[config.mk]
export PLATFORM = sky130hd
export DESIGN_NAME = ex_div_stage
export DESIGN_NICKNAME = d
export VERILOG_FILES = /design/src/rtl/ex_div_stage.sv
export SDC_FILE = /design/constraint.sdc
export NUM_CORES = 1
export LEC_CHECK = 0
export ABC_AREA = 1
export CELL_PAD_IN_SITES_DETAIL_PLACEMENT = 1
export CELL_PAD_IN_SITES_GLOBAL_PLACEMENT = 2
export CORE_ASPECT_RATIO = 1.2
export CORE_UTILIZATION = 29
export DETAILED_ROUTE_END_ITERATION = 12
export HOLD_SLACK_MARGIN = 0.12
export PLACE_DENSITY = 0.94
export SLEW_MARGIN = 20
export SYNTH_ARGS = -nofsm -noshare
export SYNTH_HDL_FRONTEND = slang
export SYNTH_SLANG_ARGS = --single-unit
[constraint.sdc]
create_clock -name clk -period 3.9 [get_ports clk]
set_input_delay 0.585 -clock clk [delete_from_list [all_inputs] [get_ports clk]]
set_output_delay 0.585 -clock clk [all_outputs]
set_load 0.05 [all_outputs]
[src/rtl/ex_div_stage.sv]
// MIPS execute stage: combinational logic ops plus an iterative restoring divider
// (DIV/DIVU) that writes HI/LO and stalls the pipeline while it runs.
module ex_div_stage #(
    parameter int DATA_W     = 32,
    parameter int DIV_CYCLES = 32
) (
    input  logic              clk,
    input  logic              rst,
    input  logic [7:0]        aluop_i,
    input  logic [2:0]        alusel_i,
    input  logic [DATA_W-1:0] reg1_i,
    input  logic [DATA_W-1:0] reg2_i,
    input  logic [4:0]        wd_i,
    input  logic              wreg_i,
    input  logic              annul_i,
    output logic [4:0]        wd_o,
    output logic              wreg_o,
    output logic [DATA_W-1:0] wdata_o,
    output logic [DATA_W-1:0] hi_o,
    output logic [DATA_W-1:0] lo_o,
    output logic              whilo_o,
    output logic              stallreq_o
);

    localparam logic [7:0] EXE_NOP_OP    = 8'b0000_0000;
    localparam logic [7:0] EXE_AND_OP    = 8'b0010_0100;
    localparam logic [7:0] EXE_OR_OP     = 8'b0010_0101;
    localparam logic [7:0] EXE_XOR_OP    = 8'b0010_0110;
    localparam logic [7:0] EXE_NOR_OP    = 8'b0010_0111;
    localparam logic [7:0] EXE_DIV_OP    = 8'b0001_1010;
    localparam logic [7:0] EXE_DIVU_OP   = 8'b0001_1011;
    localparam logic [2:0] EXE_RES_NOP   = 3'b000;
    localparam logic [2:0] EXE_RES_LOGIC = 3'b001;

    localparam int CNT_W = $clog2(DIV_CYCLES + 1);

    typedef enum logic [1:0] {
        ST_IDLE,
        ST_BUSY,
        ST_DONE
    } state_t;

    state_t              r_state;
    state_t              w_nextState;
    logic [CNT_W-1:0]    r_cnt;
    logic [DATA_W:0]     r_rem;
    logic [DATA_W-1:0]   r_quo;

    logic                w_isDiv;
    logic                w_isSigned;
    logic                w_divisorZero;
    logic [DATA_W-1:0]   w_dividendAbs;
    logic [DATA_W-1:0]   w_divisorAbs;
    logic [DATA_W+1:0]   w_shift;
    logic [DATA_W+1:0]   w_trial;
    logic                w_trialOk;
    logic                w_quoNeg;
    logic                w_remNeg;
    logic [DATA_W-1:0]   w_quoFinal;
    logic [DATA_W-1:0]   w_remFinal;
    logic                w_stall;
    logic                w_whilo;
    logic [DATA_W-1:0]   w_hi;
    logic [DATA_W-1:0]   w_lo;
    logic [DATA_W-1:0]   w_logicRes;
    logic                w_logicValid;

    assign w_isDiv       = (aluop_i == EXE_DIV_OP) || (aluop_i == EXE_DIVU_OP);
    assign w_isSigned    = (aluop_i == EXE_DIV_OP);
    assign w_divisorZero = (reg2_i == '0);
    assign w_dividendAbs = (w_isSigned && reg1_i[DATA_W-1]) ? -reg1_i : reg1_i;
    assign w_divisorAbs  = (w_isSigned && reg2_i[DATA_W-1]) ? -reg2_i : reg2_i;

    // One restoring step: the top bit of the trial difference is its sign.
    assign w_shift   = {r_rem, r_quo[DATA_W-1]};
    assign w_trial   = w_shift - {2'b00, w_divisorAbs};
    assign w_trialOk = ~w_trial[DATA_W+1];

    assign w_quoNeg   = w_isSigned && (reg1_i[DATA_W-1] ^ reg2_i[DATA_W-1]);
    assign w_remNeg   = w_isSigned && reg1_i[DATA_W-1];
    assign w_quoFinal = w_quoNeg ? -r_quo : r_quo;
    assign w_remFinal = w_remNeg ? -r_rem[DATA_W-1:0] : r_rem[DATA_W-1:0];

    always_ff @(posedge clk) begin
        if (rst) begin
            r_state <= ST_IDLE;
            r_cnt   <= '0;
            r_rem   <= '0;
            r_quo   <= '0;
        end else begin
            r_state <= w_nextState;
            case (r_state)
                ST_IDLE: begin
                    if (w_isDiv && !annul_i && !w_divisorZero) begin
                        r_quo <= w_dividendAbs;
                        r_rem <= '0;
                        r_cnt <= '0;
                    end
                end
                ST_BUSY: begin
                    if (!annul_i) begin
                        r_rem <= w_trialOk ? w_trial[DATA_W:0] : w_shift[DATA_W:0];
                        r_quo <= {r_quo[DATA_W-2:0], w_trialOk};
                        r_cnt <= r_cnt + 1'b1;
                    end
                end
                default: begin
                end
            endcase
        end
    end

    // Flush overrides every state, including suppressing the DONE write.
    always_comb begin
        w_nextState = r_state;
        w_stall     = 1'b0;
        w_whilo     = 1'b0;
        w_hi        = '0;
        w_lo        = '0;
        case (r_state)
            ST_IDLE: begin
                if (w_isDiv) begin
                    w_stall     = 1'b1;
                    w_nextState = w_divisorZero ? ST_DONE : ST_BUSY;
                end
            end
            ST_BUSY: begin
                w_stall = 1'b1;
                if (r_cnt == CNT_W'(DIV_CYCLES - 1)) begin
                    w_nextState = ST_DONE;
                end
            end
            ST_DONE: begin
                w_whilo     = 1'b1;
                w_nextState = ST_IDLE;
                if (!w_divisorZero) begin
                    w_hi = w_remFinal;
                    w_lo = w_quoFinal;
                end
            end
            default: begin
                w_nextState = ST_IDLE;
            end
        endcase
        if (annul_i) begin
            w_nextState = ST_IDLE;
            w_stall     = 1'b0;
            w_whilo     = 1'b0;
            w_hi        = '0;
            w_lo        = '0;
        end
    end

    always_comb begin
        w_logicRes   = '0;
        w_logicValid = 1'b0;
        if (alusel_i == EXE_RES_LOGIC) begin
            case (aluop_i)
                EXE_AND_OP: begin w_logicRes = reg1_i & reg2_i;    w_logicValid = 1'b1; end
                EXE_OR_OP:  begin w_logicRes = reg1_i | reg2_i;    w_logicValid = 1'b1; end
                EXE_XOR_OP: begin w_logicRes = reg1_i ^ reg2_i;    w_logicValid = 1'b1; end
                EXE_NOR_OP: begin w_logicRes = ~(reg1_i | reg2_i); w_logicValid = 1'b1; end
                default: begin
                end
            endcase
        end
    end

    assign wd_o       = rst ? 5'd0 : wd_i;
    assign wreg_o     = rst ? 1'b0 : (w_logicValid & wreg_i);
    assign wdata_o    = rst ? '0 : w_logicRes;
    assign hi_o       = rst ? '0 : w_hi;
    assign lo_o       = rst ? '0 : w_lo;
    assign whilo_o    = rst ? 1'b0 : w_whilo;
    assign stallreq_o = rst ? 1'b0 : w_stall;

    // NOP and RES_NOP name the "no result" encodings; they fall to the defaults above.
    logic w_unusedNames;
    assign w_unusedNames = (EXE_NOP_OP == 8'd0) && (EXE_RES_NOP == 3'd0);

endmodule

Yosys cells after proc, flatten, opt, wreduce, memory -nomap -nowiden. Index checks and enable logic that the tools add are counted.

Bits in registers: 73. Latch bits: 0. RAM bits: 0. ROM bits: 0. Output and inout bits: 104. Word-level logic and storage cells: 86. Memories: 0.

Add/subtract/negate cells: 6. $mul: 0. Div/mod/pow operators: 0. Order comparisons: 0. Equal/unequal tests: 14. Shift-type cells: 0. Mux-type cells: 40. Bitwise logic cells: 7. Reduce and logical (&&, ||, !) cells: 15.

Operators by type and width (count): 2-to-1 mux 32 bit (16); negation 32 bit (4); case mux 32 bit (4 select lines) (1); 2-to-1 mux 33 bit (3); case mux 33 bit (2 select lines) (1); case mux 32 bit (2 select lines) (1); subtractor 34 x 32 -> 34 bit (1); AND 32 bit (1); == test 8 x 6 -> 1 bit, second input constant (4); zero test 32 bit (1); NOT 32 bit (1); bitwise OR 32 bit (1); bitwise XOR 32 bit (1); == test 8 x 5 -> 1 bit, second input constant (2); 2-to-1 mux 6 bit (2); case mux 6 bit (2 select lines) (1); 2-to-1 mux 1 bit (9); inequality test 2 bit, second input constant (4); adder 6 x 1 -> 6 bit, second input constant (1); == test 6 x 5 -> 1 bit, second input constant (1); 2-to-1 mux 2 bit (3); logical AND 1 bit (5); 2-to-1 mux 5 bit (1); case mux 2 bit (2 select lines) (1); 15 further kinds (16).

Logic depth before layout (Yosys ltp).
Word-level depth: 7. Gate-level depth with buffers: 26.

Worst setup path after synthesis. OpenSTA, ideal clock, no wires.

Kind: input to output. Start: input rst. End: output hi_o[1]. Arrival: 3.529 ns. Data required time: 3.315 ns. Slack: -0.214 ns. Cell stages on the path: 6. Cell sequence: nor2_1 inv_1 nor3_1 nand2_4 buf_2 a211oi_1.

Cells in the longest elaborated chain, start to end: 1.

Ends and longest elaborated chain: start: declaration (RTL line 8) `input logic rst,`; 2-to-1 mux 32 bit (RTL line 172) `assign hi_o = rst ? '0 : w_hi;`; end: declaration (RTL line 19) `output logic [DATA_W-1:0] hi_o,`.

No other way between the ends.

Final worst setup path.
Start: input reg2_i[5]. End: register r_rem[9].

Cells in the longest elaborated chain, start to end: 6.

Ends and longest elaborated chain: start: declaration (RTL line 12) `input logic [DATA_W-1:0] reg2_i,`; negation 32 bit (RTL line 72) `assign w_divisorAbs = (w_isSigned && reg2_i[DATA_W-1]) ? -reg2_i : reg2_i;`; 2-to-1 mux 32 bit (RTL line 72); subtractor 34 x 32 -> 34 bit (RTL line 76) `assign w_trial = w_shift - {2'b00, w_divisorAbs};`; 2-to-1 mux 33 bit (RTL line 102) `r_rem <= w_trialOk ? w_trial[DATA_W:0] : w_shift[DATA_W:0];`; 2-to-1 mux 33 bit (RTL line 101) `if (!annul_i) begin`; case mux 33 bit (2 select lines) (RTL line 92) `case (r_state)`; end signal: assignment (RTL line 102); end: declaration (RTL line 46) `logic [DATA_W:0] r_rem;`.

Parallel ways exist; a longest one is shown, timed or not. The select of a mux whose other input is x is not followed. A chain may end at the register's enable or synchronous reset.

==> impl_results.rst <==
.. list-table::
   :header-rows: 1

   * - Metric
     - Value
   * - Run status
     - finished, violations left
   * - Violated checks
     - setup timing
   * - X dimension of the die
     - 185 um
   * - Xor and xnor fraction of the mapped netlist area
     - 7.13%
   * - CTS H-tree depth
     - 3
   * - Post-route minimum period
     - 4.11 ns
   * - Worst setup skew after layout
     - 0.0132 ns
   * - 1st-iter DRT viols
     - 1,243
   * - Seq pwr share
     - 30.7%
   * - Chip height
     - 222 um
   * - Async set-or-reset flop fraction in the synthesized netlist
     - 0%
   * - Total Die Area
     - 41,000 um2
   * - Overall track demand over capacity in global routing
     - 28.2%
   * - Relative slew slack
     - 47.2%
   * - Startpoint Class
     - primary input
   * - Number of antenna violations at the first check in global routing
     - 0
   * - Placed wire-length estimate
     - 46,700 um
   * - Post-synth EDFFs
     - 0
   * - Largest net degree at the start of global routing
     - 56
   * - First-pass GRT wire length
     - 90,000 um
   * - Hold Crit Class
     - register to register
   * - Top library cells by usage in the layout, fill and taps aside
     - sky130_fd_sc_hd__nand2_1, sky130_fd_sc_hd__inv_1, sky130_fd_sc_hd__buf_4
   * - Max Fanout on Critical Path
     - 7
   * - Proportion of power drawn by the clock network
     - 42.1%
   * - Leakage power
     - 8.57 nW
   * - Cell Area, Synth
     - 11,700 um2
   * - Detailed Route WL
     - 64,000 um
   * - Final ANT Viol Nets
     - 0
   * - Worst-path cell chain
     - dlygate4sd2_1, buf_4, nor3_4, buf_4, nand2_2, nor2_4, nand2_1, nand2_1, o21ai_4, nor2_4, xor2_2, ha_1, nand2_2, nor2_4, buf_4, a21oi_4, nor2_4, nor2_4, buf_12, nand3_4, clkbuf_16, nand3_1, nand3_1, a21oi_1
   * - Combinational Power Share
     - 27.2%
   * - Slowest-stage cell, CP
     - sky130_fd_sc_hd__ha_1
   * - Post-route DRC violation count
     - 0
   * - Part of the Yosys area used for sequential elements
     - 12.5%
   * - Top delay family on crit path
     - simple AND/OR/NAND/NOR gates
   * - Longest individual stage delay on the worst path
     - 0.35 ns
   * - Register bit count reported by yosys
     - 73
   * - F_max
     - 0.244 GHz
   * - Setup repair after global routing missed its margin
     - yes
   * - Share of the synthesized area in compound gates (AO/OA/AOI/OAI)
     - 14.7%
   * - CTS max path bufs
     - 2
   * - FP Rows
     - 80
   * - Worst slew pin tran
     - 0.792 ns
   * - Number of nets in the final layout
     - 2,626
   * - Worst hold slack after final layout
     - 0.506 ns
   * - Via count of the first global-routing pass
     - 16,476
   * - Antenna Diode Count
     - 0
   * - Crit-path most repeated cell
     - sky130_fd_sc_hd__nor2_4
   * - Worst-skew pair later-pin latency
     - 0.36 ns
   * - Required arrival time at the worst endpoint
     - 4.18 ns
   * - Pre-Repair DR Iteration Count
     - 5
   * - Routed via count
     - 16,321
   * - Layout area overhead
     - 54.3%
   * - CTS tree
     - yes
   * - Internal
     - 1.65 mW
   * - Multiplexer share of the synthesized area
     - 0%
   * - Routed WL per cell
     - 21.5 um
   * - Sum Neg Setup Slack
     - -3.83 ns
   * - Crit path buf inv count
     - 6
   * - Switching share of power
     - 32.2%
   * - Max capacitance violation total
     - 0
   * - Most common flop cell mapped by yosys
     - sky130_fd_sc_hd__dfxtp_1
   * - Number of warning messages in the yosys log
     - 0
   * - Count of cell types in the netlist
     - 51
   * - Max-slew violation count
     - 0
   * - Post-layout util
     - 45.3%
   * - Total I/O pin count
     - 188
   * - Number of failing setup endpoints in the final timing report
     - 34
   * - Commonest non-fill, non-tap cell in the layout
     - sky130_fd_sc_hd__nand2_1
   * - Net load switching power
     - 0.784 mW
   * - DP Area
     - 16,200 um2
   * - Fraction of final layout cells with drive strength greater than 1
     - 25.4%
   * - VDD IR max
     - 0.207 mV
   * - Weighted congestion at the end of routability-driven global placement
     - 1.00
   * - Clock slew at the register clock pins of the worst setup and hold paths
     - 0.06 ns
   * - Via-to-Cell Ratio
     - 5.48
   * - Arrival time worst endpoint
     - 4.38 ns
   * - Number of buffers added to fix hold violations after cts
     - 0
   * - Initial core utilization
     - 29.4%
   * - Syn Area/Cell
     - 5.72 um2
   * - # port buffers
     - 187
   * - Largest family of logic cells by synthesized area
     - simple AND/OR/NAND/NOR gates
   * - Syn nets
     - 2,224
   * - Post-route standard cell area excluding fillers
     - 18,000 um2
   * - Total power draw
     - 2.43 mW
   * - Overflow left after global routing
     - 0
   * - Area share of and/or/nand/nor cells after synthesis
     - 39.8%
   * - Area of the core
     - 39,700 um2
   * - Adder-cell share of the synthesized area
     - 11.0%
   * - Startpoint-to-endpoint class of the critical path
     - primary input to register
   * - Clock sink count
     - 73
   * - Cell at the root of the clock tree
     - sky130_fd_sc_hd__clkbuf_16
   * - Post-synthesis cell count
     - 2,038
   * - Areal power density over the cells
     - 135 nW/um2
   * - Worst path setup slack after routing
     - -0.206 ns
   * - Share of the cycle needed by the critical path after routing
     - 105%
   * - Clock buffers created by TritonCTS
     - 9
   * - Setup crit end kind
     - register
   * - Number of failing hold endpoints at the final stage
     - 0
-- state kept, by name, indices dropped and copies added (netlist names) --
signal	flops
r_state	2
r_rem	33
r_cnt	6
r_quo	32
-- tightest hold or removal path: stages (launching register included) --
cell,delay (ns)
sky130_fd_sc_hd__dfxtp_1,0.33
sky130_fd_sc_hd__nand2_1,0.07
sky130_fd_sc_hd__a21oi_1,0.06
-- metrics by stage --
stage,worst slack (ns),cells
2_1_floorplan,0.333,2038
3_3_place_gp,-0.716,2923
3_5_place_dp,-0.818,2923
4_1_cts,0.0167,2954
5_1_grt,-0.256,2978
6_report,-0.206,2978
-- repair_timing --
action	CTS	global route
pin swaps	22	64
endpoints found under the setup margin	50	41
hold endpoints to repair	0	0
buffers inserted	14	17
resized for setup	53	205
gates cloned	1	7
-- routing by layer --
metal  vias to the layer above  routed length, um  GRT usage, %
li1                       7351                  -             -
met4                         0               4190          14.7
met2                       762              30700          48.5
met5                         -                  0             0
met1                      7954              24500          34.0
met3                       254               4600          3.40
-- Yosys cell counts, drive strengths merged (10+ instances only) --
library cell	number	share of area (%)
nand2	461	15
inv	359	12
nor2	275	9.2
nand3	200	9.3
a21oi	149	6.4
ha	101	11
xor2	77	5.8
dfxtp	73	13
o21ai	53	2.3
buf	45	2.5
nor3	35	1.7
o22ai	33	1.8
nand4	30	1.7
clkbuf	23	0.74
a22oi	20	1.3
xnor2	18	1.4
a221oi	16	1.2
nand3b	16	1.0
a31oi	10	0.54
-- power groups by stage --
stage / clock network (mW) / registers, mW / logic (mW)
global placement: 0 / 0.764 / 0.559
floorplan: 0 / 0.764 / 0.247
global route: 1.06 / 0.747 / 0.706
finish: 1.02 / 0.747 / 0.661
CTS: 1.03 / 0.747 / 0.597
detailed placement: 0 / 0.764 / 0.581
-- path summary, 6_finish.rpt --
| check | startpoint | slack, ns | cells past startpoint | end |
|---|---|---|---|---|
| worst min-delay path | r_rem[0] | 0.51 | 2 | r_rem[0] |
| worst max register to register | r_rem[17] | 1.24 | 14 | r_rem[9] |
| worst min register to register | r_rem[0] | 0.51 | 2 | r_rem[0] |
| worst max-delay path | reg2_i[5] | -0.21 | 24 | r_rem[9] |
-- kinds of logic (layout without fill, tap and decap cells) --
group,Yosys count,after routing
and+or+nand+nor,1042,1042
xor gates and xnor gates,95,95
adders and majority gates,102,102
AOI/OAI and AO/OA,299,299
DFF,73,73
buffers and inverters,427,834
-- layout make-up --
class	count	area (um2)
clock inverters	6	116
repair buffers	459	4750
fillers	5185	21700
inverters	359	1350
multi-input cells	1538	9430
clock buffers	10	229
flip-flops and latches	73	1460
well taps	533	667
No activity file was read; power rests on OpenSTA's default activity.
